## src/rtl/move_if.sv

```systemverilog
// Column/drop request and detector feedback bundle between the move
// controller (slave) and its environment (master).
interface move_if;
  logic [1:0]  col_sel;
  logic        drop;
  logic [1:0]  game_status;
  logic [15:0] game_board;
  logic [15:0] player_cells;
  logic        current_player;
  logic [4:0]  move_count;
  logic        busy;
  logic        invalid_move;
  logic        game_over;

  modport master (
    output col_sel, drop, game_status,
    input  game_board, player_cells, current_player, move_count,
           busy, invalid_move, game_over
  );

  modport slave (
    input  col_sel, drop, game_status,
    output game_board, player_cells, current_player, move_count,
           busy, invalid_move, game_over
  );
endinterface

```

## src/rtl/move_controller.sv

```systemverilog
// Connect-4 (4x4) move sequencer: gravity drop, player alternation and
// freeze on a win/tie reported by the downstream detector.
//
// state  | meaning
// IDLE   | waiting for a drop rising edge
// SCAN   | probing heights bottom-up for the first empty cell
// PLACE  | writing the piece into board and owner vectors
// SETTLE | one cycle for the detector to see the new board
// CHECK  | sample game_status; freeze or hand over the turn
// OVER   | game finished, only reset leaves
module move_controller #(
  parameter logic FIRST_PLAYER = 1'b0,
  parameter int   MAX_MOVES    = 16
) (
  input logic  clk,
  input logic  reset,
  move_if.slave bus
);

  typedef enum logic [2:0] {IDLE, SCAN, PLACE, SETTLE, CHECK, OVER} state_t;

  localparam logic [4:0] CNT_MAX = 5'(MAX_MOVES);

  state_t      state_q, state_d;
  logic [1:0]  col_q, col_d;
  logic [1:0]  h_q, h_d;
  logic [15:0] board_q, board_d;
  logic [15:0] cells_q, cells_d;
  logic        player_q, player_d;
  logic [4:0]  count_q, count_d;
  logic        invalid_q, invalid_d;
  logic        drop_q;
  logic        busy_q;
  logic        over_q;
  logic        drop_edge;
  logic [3:0]  idx;

  assign drop_edge = bus.drop & ~drop_q;
  // height h in column c lives at bit 4*h + c
  assign idx = {h_q, col_q};

  always_comb begin
    state_d   = state_q;
    col_d     = col_q;
    h_d       = h_q;
    board_d   = board_q;
    cells_d   = cells_q;
    player_d  = player_q;
    count_d   = count_q;
    invalid_d = 1'b0;
    case (state_q)
      IDLE: begin
        if (drop_edge) begin
          col_d   = bus.col_sel;
          h_d     = 2'd0;
          state_d = SCAN;
        end
      end
      SCAN: begin
        if (!board_q[idx]) begin
          state_d = PLACE;
        end else if (h_q == 2'd3) begin
          invalid_d = 1'b1;
          state_d   = IDLE;
        end else begin
          h_d = h_q + 2'd1;
        end
      end
      PLACE: begin
        board_d[idx] = 1'b1;
        cells_d[idx] = player_q;
        count_d      = (count_q == CNT_MAX) ? count_q : count_q + 5'd1;
        state_d      = SETTLE;
      end
      SETTLE: state_d = CHECK;
      CHECK: begin
        if (bus.game_status != 2'b00) begin
          state_d = OVER;
        end else begin
          player_d = ~player_q;
          state_d  = IDLE;
        end
      end
      OVER:    state_d = OVER;
      default: state_d = IDLE;
    endcase
  end

  always_ff @(posedge clk or posedge reset) begin
    if (reset) begin
      state_q   <= IDLE;
      col_q     <= 2'd0;
      h_q       <= 2'd0;
      board_q   <= '0;
      cells_q   <= '0;
      player_q  <= FIRST_PLAYER;
      count_q   <= '0;
      invalid_q <= 1'b0;
      drop_q    <= 1'b0;
      busy_q    <= 1'b0;
      over_q    <= 1'b0;
    end else begin
      state_q   <= state_d;
      col_q     <= col_d;
      h_q       <= h_d;
      board_q   <= board_d;
      cells_q   <= cells_d;
      player_q  <= player_d;
      count_q   <= count_d;
      invalid_q <= invalid_d;
      drop_q    <= bus.drop;
      busy_q    <= (state_d != IDLE);
      over_q    <= (state_d == OVER);
    end
  end

  assign bus.game_board     = board_q;
  assign bus.player_cells   = cells_q;
  assign bus.current_player = player_q;
  assign bus.move_count     = count_q;
  assign bus.busy           = busy_q;
  assign bus.invalid_move   = invalid_q;
  assign bus.game_over      = over_q;

endmodule
```

## src/flat_wrapper.sv

```systemverilog
// flat-port wrapper written by rule: the top's interface ports become plain ports
module move_controller_flat 
#(
  parameter logic FIRST_PLAYER = 1'b0,
  parameter int   MAX_MOVES    = 16
)
  (clk, reset, bus_col_sel, bus_drop, bus_game_status, bus_game_board, bus_player_cells, bus_current_player, bus_move_count, bus_busy, bus_invalid_move, bus_game_over);
  move_if bus_i ();
  input logic clk;
  input logic reset;
  input wire logic [$bits(bus_i.col_sel)-1:0] bus_col_sel;
  input wire logic [$bits(bus_i.drop)-1:0] bus_drop;
  input wire logic [$bits(bus_i.game_status)-1:0] bus_game_status;
  output wire logic [$bits(bus_i.game_board)-1:0] bus_game_board;
  output wire logic [$bits(bus_i.player_cells)-1:0] bus_player_cells;
  output wire logic [$bits(bus_i.current_player)-1:0] bus_current_player;
  output wire logic [$bits(bus_i.move_count)-1:0] bus_move_count;
  output wire logic [$bits(bus_i.busy)-1:0] bus_busy;
  output wire logic [$bits(bus_i.invalid_move)-1:0] bus_invalid_move;
  output wire logic [$bits(bus_i.game_over)-1:0] bus_game_over;
  assign bus_i.col_sel = bus_col_sel;
  assign bus_i.drop = bus_drop;
  assign bus_i.game_status = bus_game_status;
  assign bus_game_board = bus_i.game_board;
  assign bus_player_cells = bus_i.player_cells;
  assign bus_current_player = bus_i.current_player;
  assign bus_move_count = bus_i.move_count;
  assign bus_busy = bus_i.busy;
  assign bus_invalid_move = bus_i.invalid_move;
  assign bus_game_over = bus_i.game_over;
  move_controller #(.FIRST_PLAYER(FIRST_PLAYER), .MAX_MOVES(MAX_MOVES)) u_core (.clk(clk), .reset(reset), .bus(bus_i));
endmodule
```

## config.mk

```make
export PLATFORM = sky130hd
export DESIGN_NAME = move_controller_flat
export DESIGN_NICKNAME = d
export VERILOG_FILES = /design/src/rtl/move_if.sv /design/src/rtl/move_controller.sv /design/src/flat_wrapper.sv
export SDC_FILE = /design/constraint.sdc
export NUM_CORES = 1
export LEC_CHECK = 0
export ABC_AREA = 1
export CAP_MARGIN = 25
export CORE_MARGIN = 2
export CORE_UTILIZATION = 53
export CTS_CLUSTER_SIZE = 28
export DETAILED_ROUTE_END_ITERATION = 8
export PLACE_DENSITY = 0.81
export SYNTH_ARGS = -nofsm -noshare
export SYNTH_HDL_FRONTEND = slang
export SYNTH_SLANG_ARGS = --single-unit
```

## constraint.sdc

```tcl
create_clock -name clk -period 4.2 [get_ports clk]
set_clock_uncertainty 0.2 [all_clocks]
set_input_delay 1.26 -clock clk [delete_from_list [all_inputs] [get_ports clk]]
set_output_delay 1.26 -clock clk [all_outputs]
set_load 0.05 [all_outputs]
```

==> results of run 1 <==
-- cell type report --
| class | instances | area (µm²) | share of cell area, % |
|---|---|---|---|
| inverter | 40 | 150.1 | 5.331 |
| clock inverter | 3 | 65.06 | 2.310 |
| clock buffer | 5 | 68.82 | 2.443 |
| timing repair buffer | 48 | 490.5 | 17.41 |
| tap | 50 | 62.56 | 2.221 |
| multi-input combinational | 158 | 753.2 | 26.74 |
| sequential | 49 | 1226 | 43.54 |
-- state kept, by name, summed over array words and instances, names as in the netlist --
register,count
u_core.bus.move_count,5
u_core.bus.current_player,1
u_core.col_q,2
u_core.state_q,3
u_core.bus.game_over,1
u_core.bus.busy,1
u_core.drop_q,1
u_core.bus.player_cells,16
u_core.bus.game_board,16
u_core.bus.invalid_move,1
u_core.h_q,2
-- power by group through the flow --
stage | Sequential (mW) | Combinational, mW | Clock (mW)
2_1_floorplan | 0.484 | 0.0157 | 0
3_3_place_gp | 0.487 | 0.0228 | 0
3_5_place_dp | 0.486 | 0.0233 | 0
4_1_cts | 0.477 | 0.0235 | 0.399
5_1_grt | 0.478 | 0.0285 | 0.420
6_report | 0.477 | 0.0252 | 0.396
-- synth_stat cells, drive strengths merged --
cell and instances:
nand2 88, dfrtp 49, inv 40, o21ai 23, nor2 16, nand3 12, ha 6, nor3 4
xor2 4, buf 2, a21oi 1, and3 1, clkbuf 1, nor4 1, o21bai 1, xnor2 1
-- routing by layer --
layer  vias up  share of wire (%)
li1        866                  -
met1       820                 47
met2        46                 46
met3         7                5.3
met4         0                1.7
met5         -                  0
-- worst paths after layout --
| kind | start | to | slack, ns | cells after the start |
|---|---|---|---|---|
| min in group asynchronous | reset | u_core.bus.move_count[3] | 0.94 | 2 |
| min reg2reg | u_core.bus.game_board[8] | u_core.bus.game_board[8] | 0.28 | 2 |
| min | u_core.bus.game_board[8] | u_core.bus.game_board[8] | 0.28 | 2 |
| max in group asynchronous | reset | u_core.bus.player_cells[7] | 2.40 | 3 |
| max reg2reg | u_core.col_q[0] | u_core.h_q[0] | 2.24 | 11 |
| max | u_core.bus.move_count[3] | bus_move_count[3] | 1.17 | 1 |
-- kinds of logic (layout without fill, tap and decap cells) --
| group | count (synthesis) | after routing | share of synthesized area [%] |
|---|---|---|---|
| AOI/OAI and AO/OA | 25 | 25 | 6.112 |
| adders and majority gates | 6 | 6 | 3.492 |
| and+or+nand+nor | 122 | 122 | 23.40 |
| xor gates and xnor gates | 5 | 5 | 2.037 |
| buffers and inverters | 43 | 96 | 7.916 |
| DFF | 49 | 49 | 57.04 |
==> results.yml, run 1 <==
setup_path:
  worst-path-max-fanout: 4
  cp_slowest_cell: "clkdlybuf4s50_1"
  required_ns: 2.74
  crit_chain: "clkdlybuf4s50_1"
  critPathKind: "reg2out"
  path_buf_inv: 1
  cp_slowest_stage_delay_ns: 0.84
  endpoint_kind: "output pin"
  crit_family: "buffers and inverters"
  critPathLaunchType: "flop"
  crit_arrival_ns: 1.57
clock_network:
  cts.clk_slew.worst_paths_ns: 0.09
  cts.sinks: 49
  cts_buffers: 5
  cts.repair.resized: 0
  cts_setup_buffers: 0
  worstSkewPairLatency_ns: 0.31
  clock_path_buffers: 2
  htree_levels: 2
  root_buffer: "clkbuf_8"
  ctsHoldBuffers: 0
  cts_tree: "yes"
grt:
  grt_pass1_vias: 1554
  grt_max_degree: 50
  use_met3_pct: 6.500
  antenna_found_initial: 0
  met2_usage_pct: 31.25
  grt_usage_pct: 21.48
  grt_busiest_layer: "met2"
  grtUsageMet1_pct: 30.38
  grt_remaining_overflow: 0
  grt_pass1_wl_mm: 7.148
drt:
  avgViaCountPerCell: 4.926
  drtIter0Drc: 123
  antenna_left: 0
  wl_per_cell_um: 12.37
  wirelength_mm: 4.366
  drc: 0
  via_count: 1739
  dr.pass1.iters: 4
sta:
  rsz0062_at_grt: "false"
  final_hold_viol_count: 0
  fin_crit_sh_pct: 72.06
  fin_tns_setup_ns: 0
  worst-slew-pin-transition_ns: 0.6210
  final-max-slew-violation-count: 0
  timing.fmax_ghz: 0.3304
  period_minus_slack_ns: 3.026
  slew_headroom_pct: 58.28
  holdWs_ns: 0.2790
  setup_ws_ns: 1.174
  setup_viol: 0
layout:
  drive_gt1_share_pct: 5.941
  area_growth_pct: 31.02
  final.fill_count: 327
  design_area_um2: 2816
  layout.cells.non_filler: 353
  fin_util_pct: 71.44
  diodes: 0
  final_cell_mix: "84 x nand2_1, 49 x dfrtp_1, 47 x clkdlybuf4s50_1"
  nNetsFinal: 315
  final_common_cell: "nand2_1"
die:
  fp.dieW_um: 67.69
  core_area_um2: 3943
  start_util_pct: 54.52
  die-area_um2: 4581
  rows: 23
  fp.dieH_um: 67.69
  ios: 48
synthesis:
  synth_top_area_share_pct: 57.04
  synth_top_cells_by_area: "dfrtp_1 57%, nand2_1 15%, inv_1 6.8%"
  yosysUniqueCellTypes: 21
  ys_seq_area_share_pct: 57.04
  yosysWarningCount: 0
  synth_nets: 263
  netlist_area_um2: 2150
  synth_seq_cells: 49
  syn_inst: 250
  synth_area_per_cell_um2: 8.598
  netlist.top_cell.by_area: "dfrtp_1"
run:
  max-cap-violations: 0
power_and_ir_drop:
  power_uw: 898.1
  intPower_uw: 717.8
  seqPwrFrac_pct: 53.1
  max-vdd-ir-drop_mv: 0.2365
  p_leak_nw: 1.364
  netSwitchingPower_uw: 180.3
  pwr-share-comb_pct: 2.8
  swShare_pct: 20.08
  clkPwrFrac_pct: 44.1
  p_per_area_nw_per_um2: 318.9
placed_design:
  place.gp.congestion: 0.8618
  place_inst: 344
  io_buffers: 47
  place_area_um2: 2663
  pre_cts_ws_ns: 1.253
  place_hpwl_mm: 3.088
outcome:
  status: "completed"
worst_hold_path:
  hold_path_class: "reg2reg"
Power figures use the tool's default switching activity.
==> run 2, diff against run 1 <==
--- a/config.mk
+++ b/config.mk
@@ -8,10 +8,10 @@
 export ABC_AREA = 1
 export CAP_MARGIN = 25
 export CORE_MARGIN = 2
-export CORE_UTILIZATION = 53
+export CORE_UTILIZATION = 50
 export CTS_CLUSTER_SIZE = 28
 export DETAILED_ROUTE_END_ITERATION = 8
-export PLACE_DENSITY = 0.81
+export PLACE_DENSITY = 0.77
 export SYNTH_ARGS = -nofsm -noshare
 export SYNTH_HDL_FRONTEND = slang
 export SYNTH_SLANG_ARGS = --single-unit
==> constraint.sdc (replaced) <==
create_clock -name clk -period 3.08 [get_ports clk]
set_clock_uncertainty 0.2 [all_clocks]
set_input_delay 0.924 -clock clk [delete_from_list [all_inputs] [get_ports clk]]
set_output_delay 0.924 -clock clk [all_outputs]
set_load 0.05 [all_outputs]
==> run 2 against run 1 <==
Compared with the run above: non-clock buffer count rose by 1; design area fell by 1.3%; critical path depth did not move; worst setup slack worse by 0.79 ns; register-to-register slack got worse by 1.1 ns; global-route usage shrank 1.8 points; worst hold slack got worse by 0.0020 ns; sequential power grew 36%; largest power group unchanged.
==> results.yml, run 2 (synthesis results as in run 1) <==
outcome:
  status: "completed"
clock_network:
  root_buffer: "clkbuf_8"
  clock_path_buffers: 2
  cts.clk_slew.worst_paths_ns: 0.08
  htree_levels: 2
  ctsHoldBuffers: 0
  cts.sinks: 49
  worstSkewPairLatency_ns: 0.30
  cts_buffers: 5
  cts_tree: "yes"
  cts_setup_buffers: 0
  cts.repair.resized: 0
setup_path:
  crit_arrival_ns: 1.57
  cp_slowest_cell: "clkdlybuf4s50_1"
  path_buf_inv: 1
  critPathLaunchType: "flop"
  required_ns: 1.96
  worst-path-max-fanout: 4
  crit_family: "buffers and inverters"
  endpoint_kind: "output pin"
  ff2ff_setup_slack_ns: 1.14
  crit_chain: "clkdlybuf4s50_1"
  cp_slowest_stage_delay_ns: 0.84
  critPathKind: "reg2out"
layout:
  nNetsFinal: 316
  final.fill_count: 339
  design_area_um2: 2779
  area_growth_pct: 29.28
  fin_util_pct: 68.49
  final-seq-area_um2: 1226
  multi_input_area_um2: 753.2
  drive_gt1_share_pct: 6.250
  final_cell_mix: "84 x nand2_1, 49 x dfrtp_1, 47 x clkdlybuf4s50_1"
  final_common_cell: "nand2_1"
  diodes: 0
placed_design:
  place_area_um2: 2678
  place_hpwl_mm: 3.283
  io_buffers: 47
  place.gp.congestion: 0.7947
die:
  fp.dieH_um: 69.57
  rows: 23
  ios: 48
  core_area_um2: 4058
  die-area_um2: 4839
  start_util_pct: 52.98
  fp.dieW_um: 69.57
power_and_ir_drop:
  max-vdd-ir-drop_mv: 0.2847
  power_mw: 1.088
  pwr-share-comb_pct: 2.9
  swShare_pct: 21.08
  netSwitchingPower_uw: 229.3
  p_per_area_nw_per_um2: 391.3
  clkPwrFrac_pct: 37.2
  intPower_uw: 858.2
  p_leak_nw: 1.351
  seqPwrFrac_pct: 59.9
sta:
  final-max-slew-violation-count: 0
  timing.fmax_ghz: 0.3710
  rsz0062_at_grt: "false"
  final_hold_viol_count: 0
  slew_headroom_pct: 55.48
  setup_viol: 0
  fin_crit_sh_pct: 87.51
  period_minus_slack_ns: 2.695
  worst-slew-pin-transition_ns: 0.6668
  fin_tns_setup_ns: 0
drt:
  antenna_left: 0
  wl_per_cell_um: 12.49
  via_count: 1703
  drc: 0
  dr.pass1.iters: 4
  avgViaCountPerCell: 4.811
  drtIter0Drc: 122
  wirelength_mm: 4.421
grt:
  antenna_found_initial: 0
  grt_pass1_wl_mm: 7.590
  grt_max_degree: 34
  grt_usage_pct: 19.66
  grt_pass1_vias: 1690
  grt_remaining_overflow: 0
run:
  max-cap-violations: 0
worst_hold_path:
  hold_path_class: "reg2reg"
run 2: changes by cell type in the layout (fill, tap and decap cells not counted):
| cell | before | now |
|---|---|---|
| buf_4 | 0 | 2 |
| buf_12 | 1 | 0 |
| bufinv_16 | 2 | 0 |
| clkbuf_8 | 5 | 7 |
run 2: per-layer routing:
layer | wire length (µm) | global-route usage (%) | share of wire, %
met3 | 190 | 3.779 | 4.3
met4 | 51 | 6.754 | 1.2
met1 | 2055 | 27.12 | 46
met5 | 0 | 0 | 0
met2 | 2124 | 31.30 | 48
run 2: power groups by stage:
stage | logic [mW] | registers, mW | clock network [mW]
6_report | 0.0320 | 0.651 | 0.404
5_1_grt | 0.0369 | 0.652 | 0.443
4_1_cts | 0.0331 | 0.651 | 0.411
3_5_place_dp | 0.0330 | 0.664 | 0
3_3_place_gp | 0.0331 | 0.664 | 0
2_1_floorplan | 0.0214 | 0.659 | 0
run 2: final timing paths:
path / cells past startpoint / to / start
setup reg to reg: 11 / u_core.bus.busy / u_core.col_q[0]
max in group asynchronous: 3 / u_core.bus.player_cells[11] / reset
hold reg to reg: 2 / u_core.bus.game_board[8] / u_core.bus.game_board[8]
setup / recovery: 1 / bus_move_count[3] / u_core.bus.move_count[3]
min in group asynchronous: 2 / u_core.bus.game_board[2] / reset
hold / removal: 2 / u_core.bus.game_board[8] / u_core.bus.game_board[8]
run 2: tightest hold or removal path, stage by stage, from the launching register on:
cell and delay, ns:
dfrtp_1 0.34, inv_1 0.05, nand2_1 0.05
run 2: cell type report:
cell class | instances | share of cell area [%]
Sequential cell | 49 | 44.12
Multi-Input combinational cell | 158 | 27.10
Timing Repair Buffer | 49 | 17.47
Inverter | 40 | 5.403
Clock buffer | 7 | 3.467
Tap cell | 50 | 2.251
Clock inverter | 1 | 0.1801
run 2: metrics by stage:
step	std cells	hold slack [ns]	worst slack, ns
after floorplan	250	0.3403	0.7832
after global placement	346	0.2570	0.5743
after detailed placement	346	0.2633	0.5320
after CTS	354	0.2827	0.3794
after global routing	354	0.3187	0.3393
final	354	0.2771	0.3848
